$ cat src/rtl/striper_nlane_if.sv
// Source-to-striper bundle: word stream and controls in, lane group and status out.
// No ready signal; the striper accepts a word on every cycle valid_in is high.
interface striper_nlane_if #(
    parameter int DATA_WIDTH = 32,
    parameter int NUM_LANES  = 2,
    parameter int PTR_W      = 3
);
    logic [DATA_WIDTH-1:0]           data_in;
    logic                            valid_in;
    logic                            mode_align;
    logic                            flush;
    logic [NUM_LANES*DATA_WIDTH-1:0] lanes_out;
    logic [NUM_LANES-1:0]            valid_out;
    logic [PTR_W-1:0]                lane_ptr;
    logic                            group_done;

    modport master (
        output data_in, valid_in, mode_align, flush,
        input  lanes_out, valid_out, lane_ptr, group_done
    );

    modport slave (
        input  data_in, valid_in, mode_align, flush,
        output lanes_out, valid_out, lane_ptr, group_done
    );
endinterface

$ cat src/rtl/striper_nlane.sv
// Round-robin word striper over NUM_LANES lanes (STRIPE or ALIGN), registered outputs, latency 1.
// No backpressure: every word presented with valid_in is accepted in that cycle.
module striper_nlane #(
    parameter int DATA_WIDTH = 32,
    parameter int NUM_LANES  = 2,
    parameter int PTR_W      = 3
) (
    input  logic            clk_2f,
    input  logic            reset,
    striper_nlane_if.slave  bus
);
    typedef enum logic {IDLE, FILL} state_t;

    state_t                state_q, state_d;
    logic                  mode_q, mode_d, mode_eff;
    logic [PTR_W-1:0]      ptr_q, ptr_d, k;
    logic                  last;
    logic [DATA_WIDTH-1:0] stage_q [NUM_LANES];
    logic [DATA_WIDTH-1:0] stage_d [NUM_LANES];
    logic [DATA_WIDTH-1:0] lane_q  [NUM_LANES];
    logic [DATA_WIDTH-1:0] lane_d  [NUM_LANES];
    logic [NUM_LANES-1:0]  vld_q, vld_d;
    logic                  gd_q, gd_d;

    always_comb begin
        state_d  = state_q;
        mode_d   = mode_q;
        ptr_d    = ptr_q;
        stage_d  = stage_q;
        lane_d   = lane_q;
        vld_d    = '0;
        gd_d     = 1'b0;
        // A word arriving in IDLE already follows the mode being latched with it
        mode_eff = (state_q == IDLE) ? bus.mode_align : mode_q;
        last     = (ptr_q == PTR_W'(NUM_LANES - 1));
        k        = ptr_q + PTR_W'(bus.valid_in);

        if (state_q == IDLE)
            mode_d = bus.mode_align;

        if (bus.valid_in) begin
            if (last) begin
                ptr_d   = '0;
                state_d = IDLE;
            end else begin
                ptr_d   = ptr_q + PTR_W'(1);
                state_d = FILL;
            end
        end
        if (bus.flush) begin
            ptr_d   = '0;
            state_d = IDLE;
        end

        if (!mode_eff) begin
            if (bus.valid_in) begin
                for (int i = 0; i < NUM_LANES; i++) begin
                    if (PTR_W'(i) == ptr_q) begin
                        lane_d[i] = bus.data_in;
                        vld_d[i]  = 1'b1;
                    end
                end
            end
        end else begin
            if (bus.valid_in) begin
                for (int i = 0; i < NUM_LANES; i++) begin
                    if (PTR_W'(i) == ptr_q)
                        stage_d[i] = bus.data_in;
                end
            end
            if (bus.valid_in && last) begin
                lane_d = stage_d;
                vld_d  = '1;
                gd_d   = 1'b1;
            end else if (bus.flush && k != '0) begin
                // Partial release: k held words on the low lanes, upper lanes zeroed
                for (int i = 0; i < NUM_LANES; i++) begin
                    if (PTR_W'(i) < k) begin
                        lane_d[i] = stage_d[i];
                        vld_d[i]  = 1'b1;
                    end else begin
                        lane_d[i] = '0;
                    end
                end
            end
        end
    end

    always_ff @(posedge clk_2f) begin
        if (reset) begin
            state_q <= IDLE;
            mode_q  <= 1'b0;
            ptr_q   <= '0;
            stage_q <= '{default: '0};
            lane_q  <= '{default: '0};
            vld_q   <= '0;
            gd_q    <= 1'b0;
        end else begin
            state_q <= state_d;
            mode_q  <= mode_d;
            ptr_q   <= ptr_d;
            stage_q <= stage_d;
            lane_q  <= lane_d;
            vld_q   <= vld_d;
            gd_q    <= gd_d;
        end
    end

    for (genvar g = 0; g < NUM_LANES; g++) begin : g_pack
        assign bus.lanes_out[g*DATA_WIDTH +: DATA_WIDTH] = lane_q[g];
    end

    assign bus.valid_out  = vld_q;
    assign bus.lane_ptr   = ptr_q;
    assign bus.group_done = gd_q;
endmodule

$ cat src/flat_wrapper.sv
// flat-port wrapper written by rule: the top's interface ports become plain ports
module striper_nlane_flat 
#(
    parameter int DATA_WIDTH = 32,
    parameter int NUM_LANES  = 2,
    parameter int PTR_W      = 3
)
  (clk_2f, reset, bus_data_in, bus_valid_in, bus_mode_align, bus_flush, bus_lanes_out, bus_valid_out, bus_lane_ptr, bus_group_done);
  striper_nlane_if #(.DATA_WIDTH(DATA_WIDTH), .NUM_LANES(NUM_LANES), .PTR_W(PTR_W)) bus_i ();
  input  logic clk_2f;
  input  logic reset;
  input wire logic [$bits(bus_i.data_in)-1:0] bus_data_in;
  input wire logic [$bits(bus_i.valid_in)-1:0] bus_valid_in;
  input wire logic [$bits(bus_i.mode_align)-1:0] bus_mode_align;
  input wire logic [$bits(bus_i.flush)-1:0] bus_flush;
  output wire logic [$bits(bus_i.lanes_out)-1:0] bus_lanes_out;
  output wire logic [$bits(bus_i.valid_out)-1:0] bus_valid_out;
  output wire logic [$bits(bus_i.lane_ptr)-1:0] bus_lane_ptr;
  output wire logic [$bits(bus_i.group_done)-1:0] bus_group_done;
  assign bus_i.data_in = bus_data_in;
  assign bus_i.valid_in = bus_valid_in;
  assign bus_i.mode_align = bus_mode_align;
  assign bus_i.flush = bus_flush;
  assign bus_lanes_out = bus_i.lanes_out;
  assign bus_valid_out = bus_i.valid_out;
  assign bus_lane_ptr = bus_i.lane_ptr;
  assign bus_group_done = bus_i.group_done;
  striper_nlane #(.DATA_WIDTH(DATA_WIDTH), .NUM_LANES(NUM_LANES), .PTR_W(PTR_W)) u_core (.clk_2f(clk_2f), .reset(reset), .bus(bus_i));
endmodule
$ cat config.mk
export PLATFORM = sky130hd
export DESIGN_NAME = striper_nlane_flat
export DESIGN_NICKNAME = d
export VERILOG_FILES = /design/src/rtl/striper_nlane_if.sv /design/src/rtl/striper_nlane.sv /design/src/flat_wrapper.sv
export SDC_FILE = /design/constraint.sdc
export NUM_CORES = 1
export LEC_CHECK = 0
export ABC_CLOCK_PERIOD_IN_PS = 5000
export CORE_ASPECT_RATIO = 0.9
export CORE_MARGIN = 2
export CORE_UTILIZATION = 30
export CTS_BUF_LIST = sky130_fd_sc_hd__clkbuf_8
export CTS_CLUSTER_SIZE = 10
export DETAILED_ROUTE_END_ITERATION = 16
export PLACE_DENSITY = 0.48
export SLEW_MARGIN = 30
export SYNTH_ARGS = -nofsm -noshare
export SYNTH_HDL_FRONTEND = slang
export SYNTH_SLANG_ARGS = --single-unit
export TNS_END_PERCENT = 30
$ cat constraint.sdc
create_clock -name clk_2f -period 5 [get_ports clk_2f]
set_clock_uncertainty 0.1 [all_clocks]
set_input_delay 0.75 -clock clk_2f [delete_from_list [all_inputs] [get_ports clk_2f]]
set_output_delay 0.75 -clock clk_2f [all_outputs]
set_load 0.03 [all_outputs]
### Yosys cells after proc, flatten, opt, wreduce, memory -nomap -nowiden

Index checks and enable logic that the tools add are counted.

| cells by class | value |
|---|---|
| $add $sub $neg | 2 |
| order comparisons | 2 |
| equality and inequality tests | 3 |
| muxes and demuxes | 23 |
| bitwise gates (word level) | 1 |
| reductions and logical operators | 11 |

Operators by type and width:

| operator | count |
|---|---|
| 2-to-1 mux 64 bit | 5 |
| 2-to-1 mux 32 bit | 6 |
| 2-to-1 mux 2 bit | 4 |
| 2-to-1 mux 1 bit | 7 |
| < comparator 1 x 3 -> 1 bit (first input constant) | 2 |
| AND reduction 3 bit | 2 |
| nonzero test 2 bit | 3 |
| OR reduction 2 bit | 2 |
| adder 3 x 1 -> 3 bit | 1 |
| adder 3 x 1 -> 3 bit (second input constant) | 1 |
| equality test 1 x 3 -> 1 bit (first input constant) | 1 |
| equality test 3 x 1 -> 1 bit (second input constant) | 1 |
| zero test 3 bit | 1 |
| 2-to-1 mux 3 bit | 1 |
| inequality test 3 bit (second input constant) | 1 |
| nonzero test 3 bit | 1 |
| logical AND 1 bit | 2 |
| inverter 1 bit | 1 |

| storage, ports and cells | value |
|---|---|
| register bits | 136 |
| input port bits | 37 |
| output and inout bits | 70 |
| logic and storage cells | 51 |

### Logic depth before layout (Yosys ltp)

Gate-level depths: netlist (run 1).

| depth | value |
|---|---|
| depth after elaboration | 7 |
| depth in mapped cells | 9 |
| depth with buffers taken out | 6 |

### Worst setup path before layout (run 1)

Ideal clock, no wire load.

| timing path | value |
|---|---|
| path type | input to register |
| start point | in bus_valid_in |
| end point | reg u_core.lane_q, in the netlist u_core.bus.lanes_out[0] |
| library setup time | 0.058 ns |
| arrival | 2.486 ns |
| setup slack | 2.356 ns |
| stages | 7 |
| buffers on the path | 2 |
| cells stage by stage | ha_1 > ha_1 > o311a_1 > buf_6 > a2111oi_4 > buf_6 > a221o_2 |

| on the way | value |
|---|---|
| longest elaborated chain between the ends | 6 |
| elaborated cells between the ends (all ways) | 13 |
| classes of those cells | 1 x add/sub; 1 x order compare; 1 x eq/ne; 5 x mux; 5 x reduce/logical |

Ends and longest elaborated chain:

| item | RTL line | source |
|---|---|---|
| from (decl) | flat_wrapper.sv:13 | `input wire logic [$bits(bus_i.valid_in)-1:0] bus_valid_in;` |
| adder 3 x 1 -> 3 bit | striper_nlane.sv:36 | `k = ptr_q + PTR_W'(bus.valid_in);` |
| < comparator 1 x 3 -> 1 bit | striper_nlane.sv:78 | `if (PTR_W'(i) < k) begin` |
| 2-to-1 mux 32 bit | striper_nlane.sv:78 |  |
| 2-to-1 mux 64 bit | striper_nlane.sv:75 | `end else if (bus.flush && k != '0) begin` |
| 2-to-1 mux 64 bit | striper_nlane.sv:71 | `if (bus.valid_in && last) begin` |
| 2-to-1 mux 64 bit | striper_nlane.sv:55 | `if (!mode_eff) begin` |
| to (signal assigned) | striper_nlane.sv:103 | `lane_q <= lane_d;` |
| to (decl) | striper_nlane.sv:20 | `logic [DATA_WIDTH-1:0] lane_q [NUM_LANES];` |

Parallel ways exist; a longest one is shown, timed or not. The select of a mux whose other input is x is not followed.
A chain may end at the register's enable or synchronous reset.

### Worst setup path after layout (run 1)

| timing path | value |
|---|---|
| start point | in bus_valid_in |
| end point | reg u_core.lane_q, in the netlist u_core.bus.lanes_out[18] |

Same word-level chain as after synthesis.

==> results_dict.tcl, run 1 <==
set metrics [dict create \
    crit_fanout 31 \
    min_to "u_core.stage_q[11]$_SDFFE_PP0P_" \
    reg2reg_depth 6 \
    drt-total-wl_mm 18.4 \
    syn_nets 664 \
    drv_slew 0 \
    yosysMostFrequentCell "dfxtp_1" \
    run_status "complete, no violations" \
    grt_overflow 0 \
    gp_congestion 0.750 \
    yosysUniqueCellTypes 40 \
    reg2reg_from "u_core.bus.lane_ptr[0]$_SDFFE_PP0P_" \
    synth_edf_count 0 \
    synth.largest_area_cell "dfxtp_1" \
    r2r_end "u_core.bus.lanes_out[18]$_SDFFE_PP0P_" \
    rsz0062_at_grt "no" \
    row_count 47 \
    critPathKind "in -> reg" \
    die_w_um 147 \
    synthTopCellsByCount "136 x dfxtp_1, 132 x nand2_1, 95 x a21oi_1" \
    path_cells "clkdlybuf4s50_1 -> ha_1 -> ha_1 -> o31ai_4 -> a2111oi_2 -> buf_4 -> a221o_2" \
    grt_max_degree 95 \
    postCtsSetupRepairBufs 0 \
    p_per_area_mw_per_mm2 377 \
    grt_pass1_wl_mm 28.6 \
    die_h_um 133 \
    drt_iter0_drc 436 \
    crit_slowest_cell "o31ai_4" \
    clkLatencyLatePin_ns 0.44 \
    maxCapViolCount 0 \
    finalPower_mw 2.73 \
    fin_crit_sh_pct 65.5 \
    crit_top_cell "ha_1" \
    start_util_pct 30.3 \
    irDropWorstVdd_uv 169 \
    critPathArrivalTime_ns 3.50 \
    via_count 5111 \
    ys.warnings.count 0 \
    finalSetupTns_ns 0 \
    htreeDepth 4 \
    cts_resized 0 \
    required_ns 5.23 \
    firstDrtPassIters 5 \
    areaGrowthSynthToFinish_pct 30.9 \
    core_area_mm2 0.0182 \
    ant_nets 0 \
    viasPerCell 5.33 \
    clkSinkCount 136 \
    synthesis.area_mm2 0.00553 \
    ys.flop_type "dfxtp_1" \
    cts_buffers 17 \
    holdBufCountCts 0 \
    grt_pass1_vias 4830 \
    p_leak_nw 2.45 \
    max_slew.worst_pin.slew_ns 0.897 \
    period_minus_slack_ns 3.27 \
    holdPathStages 2 \
    start_kind "input port" \
    synth.top_cell.area_share_pct 49.2 \
    gr-usage-all-layers_pct 19.0 \
    yosys_register_bits 136 \
    r2r_slack_ns 2.19 \
    dp.final_hpwl_mm 11.2 \
    ys_top_cells_by_area "dfxtp_1 49%, nand2_1 9.0%, a21oi_1 8.6%" \
    hold_viol 0 \
    cts.path.max_buffers 2 \
    ios 107 \
    antenna_cells 0 \
    nNetsFinal 740 \
    critPathMaxStageDelay_ns 0.69 \
    drive_gt1_share_pct 10.6 \
    ys_seq_area_share_pct 49.2 \
    max_freq_mhz 305 \
    hp-start "u_core.stage_q[11]$_SDFFE_PP0P_" \
    crit_family "compound AO/OA/AOI/OAI gates" \
    crit_buf_inv 2 \
    end_kind "register" \
    cts.clk_slew.worst_paths_ns 0.07 \
    worstHoldPathType "reg -> reg" \
    synthCells 625 \
    drc_errors 0 \
    wl_per_cell_um 19.1 \
    avgSynthCellArea_um2 8.85 \
    port_buffers 106 \
    antenna_found_initial 0 \
    dieArea_mm2 0.0195 \
    cts_tree "done" \
    cts-root-buf "clkbuf_8" \
    synthArstFlopShare_pct 0 \
    setup_viol 0 \
    maxSlewHeadroom_pct 40.0 \
]
-- per-layer routing --
metal | up-vias | wire length [um] | track usage (%)
met5 | - | 0 | 0
met4 | 0 | 192 | 4.70
met3 | 16 | 951 | 5.38
met2 | 168 | 8360 | 28.9
met1 | 2509 | 8850 | 26.6
li1 | 2418 | - | -
-- worst register-to-register path, stage by stage, from the launching register on --
cell       delay [ns]
dfxtp_1          0.55
ha_1             0.22
ha_1             0.30
o31ai_4          0.69
a2111oi_2        0.16
buf_4            0.30
a221o_2          0.38
-- report_power, final --
group	internal (mW)	switching, mW
Clock	0.653	0.441
Combinational	0.178	0.271
Sequential	1.14	0.0399
-- cell usage in the layout, fill, tap and decap left out, types with 15 or more instances in the layout --
cell	n
dfxtp_1	136
nand2_1	131
clkdlybuf4s50_1	105
a21oi_1	95
nor3_1	37
a211oi_1	33
a22oi_1	32
nand3b_1	29
clkbuf_8	18
a221o_2	16
a221o_1	15
buf_4	15
-- area by class of cell --
type | instances | area, um^2
inverter | 3 | 11.3
clock inverter | 14 | 229
sequential | 136 | 2720
clock buffer | 18 | 248
timing repair buffer | 121 | 1170
fill | 1865 | 11000
tap | 245 | 307
multi-input combinational | 422 | 2550
-- registers in the layout (all words and copies together) (netlist names) --
register	cells
u_core.state_q	1
u_core.bus.lanes_out	64
u_core.bus.group_done	1
u_core.mode_q	1
u_core.bus.valid_out	2
u_core.stage_q	64
u_core.bus.lane_ptr	3
-- how the worst max path moves through the flow --
stage,from,end,slack (ns),cells after the start
6_report,bus_valid_in,u_core.bus.lanes_out[18]$_SDFFE_PP0P_,1.73,7
5_1_grt,bus_valid_in,u_core.bus.lanes_out[18]$_SDFFE_PP0P_,1.63,7
4_1_cts,bus_valid_in,u_core.bus.lanes_out[18]$_SDFFE_PP0P_,1.74,7
3_5_place_dp,bus_valid_in,u_core.bus.lanes_out[22]$_SDFFE_PP0P_,1.26,7
3_3_place_gp,bus_valid_in,u_core.bus.lanes_out[17]$_SDFFE_PP0P_,1.30,7
2_1_floorplan,bus_valid_in,u_core.bus.lanes_out[0]$_SDFFE_PP0P_,2.36,7
-- cells by family (layout without fill, tap and decap cells) --
logic type	Yosys count	count (layout)	synth area share, %
DFF	136	136	49.2
xor gates and xnor gates	3	3	0.611
AOI/OAI and AO/OA	201	201	25.4
muxes	2	2	0.452
adders and majority gates	2	2	0.452
and+or+nand+nor	214	214	18.3
buffers and inverters	67	156	5.47
-- per-stage QoR --
stage | worst slack (ns) | cells | util, % | hold slack, ns | cell area (um^2)
2_1_floorplan | 2.36 | 625 | - | 0.336 | 5530
3_3_place_gp | 1.30 | 927 | 37.1 | 0.341 | 6760
5_1_grt | 1.63 | 959 | 39.7 | 0.374 | 7240
6_report | 1.73 | 959 | 39.7 | 0.354 | 7240
3_5_place_dp | 1.26 | 927 | 37.1 | 0.346 | 6760
4_1_cts | 1.74 | 959 | 39.7 | 0.357 | 7240
Power figures use the tool's default switching activity.
==> run 2: changes to the inputs <==
--- a/config.mk
+++ b/config.mk
@@ -5,14 +5,14 @@
 export SDC_FILE = /design/constraint.sdc
 export NUM_CORES = 1
 export LEC_CHECK = 0
-export ABC_CLOCK_PERIOD_IN_PS = 5000
+export ABC_CLOCK_PERIOD_IN_PS = 2700
 export CORE_ASPECT_RATIO = 0.9
 export CORE_MARGIN = 2
 export CORE_UTILIZATION = 30
 export CTS_BUF_LIST = sky130_fd_sc_hd__clkbuf_8
 export CTS_CLUSTER_SIZE = 10
 export DETAILED_ROUTE_END_ITERATION = 16
-export PLACE_DENSITY = 0.48
+export PLACE_DENSITY = 0.5
 export SLEW_MARGIN = 30
 export SYNTH_ARGS = -nofsm -noshare
 export SYNTH_HDL_FRONTEND = slang
==> constraint.sdc (replaced) <==
create_clock -name clk_2f -period 2.7 [get_ports clk_2f]
set_clock_uncertainty 0.1 [all_clocks]
set_input_delay 0.405 -clock clk_2f [delete_from_list [all_inputs] [get_ports clk_2f]]
set_output_delay 0.405 -clock clk_2f [all_outputs]
set_load 0.03 [all_outputs]
==> run 2 against run 1 <==
  * Combinational power grew 98%
  * Largest cell class unchanged
  * Global-route usage down 0.36 points
  * First-iteration DRC count shrank 18%
==> results_dict.tcl, run 2 (synthesis gave the netlist of run 1 again) <==
set metrics [dict create \
    end_kind "register" \
    port_buffers 106 \
    p_comb_share_pct 17.0 \
    final_common_cell "dfxtp_1" \
    hp-start "reset" \
    firstDrtPassIters 5 \
    maxSlewHeadroom_pct 62.6 \
    start_kind "input port" \
    busiest_layer "met2" \
    dp.cells 960 \
    holdBufCountCts 0 \
    r2r_slack_ns 0.39 \
    start_util_pct 30.3 \
    gr-usage-all-layers_pct 18.7 \
    rsz0062_at_grt "no" \
    max_slew.worst_pin.slew_ns 0.558 \
    viasPerCell 5.19 \
    cts-root-buf "clkbuf_8" \
    grt_overflow 0 \
    nNetsFinal 773 \
    antenna_cells 0 \
    p_per_area_mw_per_mm2 683 \
    die_w_um 147 \
    p_seq_share_pct 41.9 \
    clkLatencyLatePin_ns 0.44 \
    path_cells "clkdlybuf4s50_1 -> ha_1 -> ha_1 -> xor2_2 -> o311a_2 -> a2111oi_4 -> buf_4 -> a221o_2" \
    dp.final_hpwl_mm 12.2 \
    max_freq_mhz 410 \
    design_area_mm2 0.00765 \
    gp_congestion 0.806 \
    antenna_found_initial 0 \
    use_met2_pct 28.8 \
    die_h_um 133 \
    reg2reg_depth 7 \
    via_count 5152 \
    setup_viol 0 \
    worstHoldPathType "in -> reg" \
    postCtsSetupRepairBufs 0 \
    ios 107 \
    drv_slew 0 \
    hold_viol 0 \
    crit_fanout 12 \
    critPathMaxStageDelay_ns 0.47 \
    power.internal_mw 3.83 \
    cp-startpoint "bus_valid_in" \
    crit_top_cell "ha_1" \
    drc_errors 0 \
    dieArea_mm2 0.0195 \
    drt-total-wl_mm 18.0 \
    fin_crit_sh_pct 90.4 \
    cts_resized 0 \
    cts_tree "done" \
    grt_pass1_vias 5006 \
    use_met3_pct 4.52 \
    drt_iter0_drc 357 \
    grt_pass1_wl_mm 28.6 \
    cts.path.max_buffers 2 \
    htreeDepth 4 \
    clkSinkCount 136 \
    period_minus_slack_ns 2.44 \
    reg2reg_from "u_core.bus.lane_ptr[0]$_SDFFE_PP0P_" \
    maxCapViolCount 0 \
    areaGrowthSynthToFinish_pct 38.3 \
    post_dp_cell_area_mm2 0.00714 \
    finalNonFillerCells 992 \
    p_leak_nw 2.66 \
    grt_max_degree 45 \
    critPathArrivalTime_ns 2.73 \
    wl_per_cell_um 18.1 \
    required_ns 2.99 \
    critPathKind "in -> reg" \
    irDropWorstVdd_uv 325 \
    r2r_end "u_core.bus.lanes_out[28]$_SDFFE_PP0P_" \
    mostFrequentLayoutCells "136 x dfxtp_1, 132 x nand2_1, 105 x clkdlybuf4s50_1" \
    drive_gt1_share_pct 14.5 \
    critPathCapture "u_core.bus.lanes_out[28]$_SDFFE_PP0P_" \
    clock_power_share_pct 41.1 \
    core_area_mm2 0.0182 \
    switching_power_mw 1.39 \
    finalPower_mw 5.22 \
    crit_slowest_cell "clkdlybuf4s50_1" \
    row_count 47 \
    cts.clk_slew.worst_paths_ns 0.07 \
    run_status "complete, no violations" \
    cts_buffers 17 \
    finalSetupTns_ns 0 \
    switching_share_pct 26.7 \
    ant_nets 0 \
    grt.met1_usage_pct 26.1 \
]
==> run 2: changes by cell type in the layout (fill, tap and decap cells not counted) <==
cell and change:
buf_6 -1, clkbuf_8 +1, bufinv_16 +1, nand2_2 -1, nor2_4 -1, clkinv_2 -2
nand2_1 +1, buf_4 +23, nor2_2 +1, buf_12 +11
==> run 2: through the flow <==
step	utilization (%)	setup WS (ns)	hold slack, ns
after global placement	39.2	-0.102	0.341
after floorplan	-	0.298	0.336
after detailed placement	39.2	-0.181	0.346
final	42.0	0.260	0.333
after CTS	42.0	0.280	0.305
after global routing	42.0	0.177	0.321
==> run 2: cell type report <==
class | instances | area (um^2)
Clock buffer | 19 | 262
Clock inverter | 13 | 249
Fill cell | 1826 | 10600
Inverter | 3 | 11.3
Multi-Input combinational cell | 422 | 2540
Sequential cell | 136 | 2720
Tap cell | 245 | 307
Timing Repair Buffer | 154 | 1560
==> run 2: how the worst min path moves through the flow <==
stage / endpoint / slack, ns / depth (start not counted)
global route: u_core.stage_q[23]$_SDFFE_PP0P_ / 0.32 / 2
finish: u_core.bus.group_done$_SDFF_PP0_ / 0.33 / 2
CTS: u_core.bus.group_done$_SDFF_PP0_ / 0.30 / 2
global placement: u_core.stage_q[0]$_SDFFE_PP0P_ / 0.34 / 2
detailed placement: u_core.stage_q[21]$_SDFFE_PP0P_ / 0.35 / 2
floorplan: u_core.stage_q[0]$_SDFFE_PP0P_ / 0.34 / 2
==> run 2: critical path, delay by kind of cell <==
family,cells,cell delay [ns]
compound gates,3,0.96
xor+xnor,1,0.16
fa+ha+maj,2,0.46
buf+inv,2,0.73
==> run 2: routing by layer <==
layer	vias up	part of all wire [%]
met1	2492	48
met3	19	5.4
met2	158	45
met5	-	0
met4	0	1.5
li1	2483	-
==> run 2: power groups by stage <==
stage,sequential [mW],combinational [mW],clock (mW)
2_1_floorplan,2.37,0.339,0
3_3_place_gp,2.23,0.876,0
5_1_grt,2.20,0.949,2.28
4_1_cts,2.19,0.890,2.18
3_5_place_dp,2.23,0.887,0
6_report,2.19,0.887,2.15
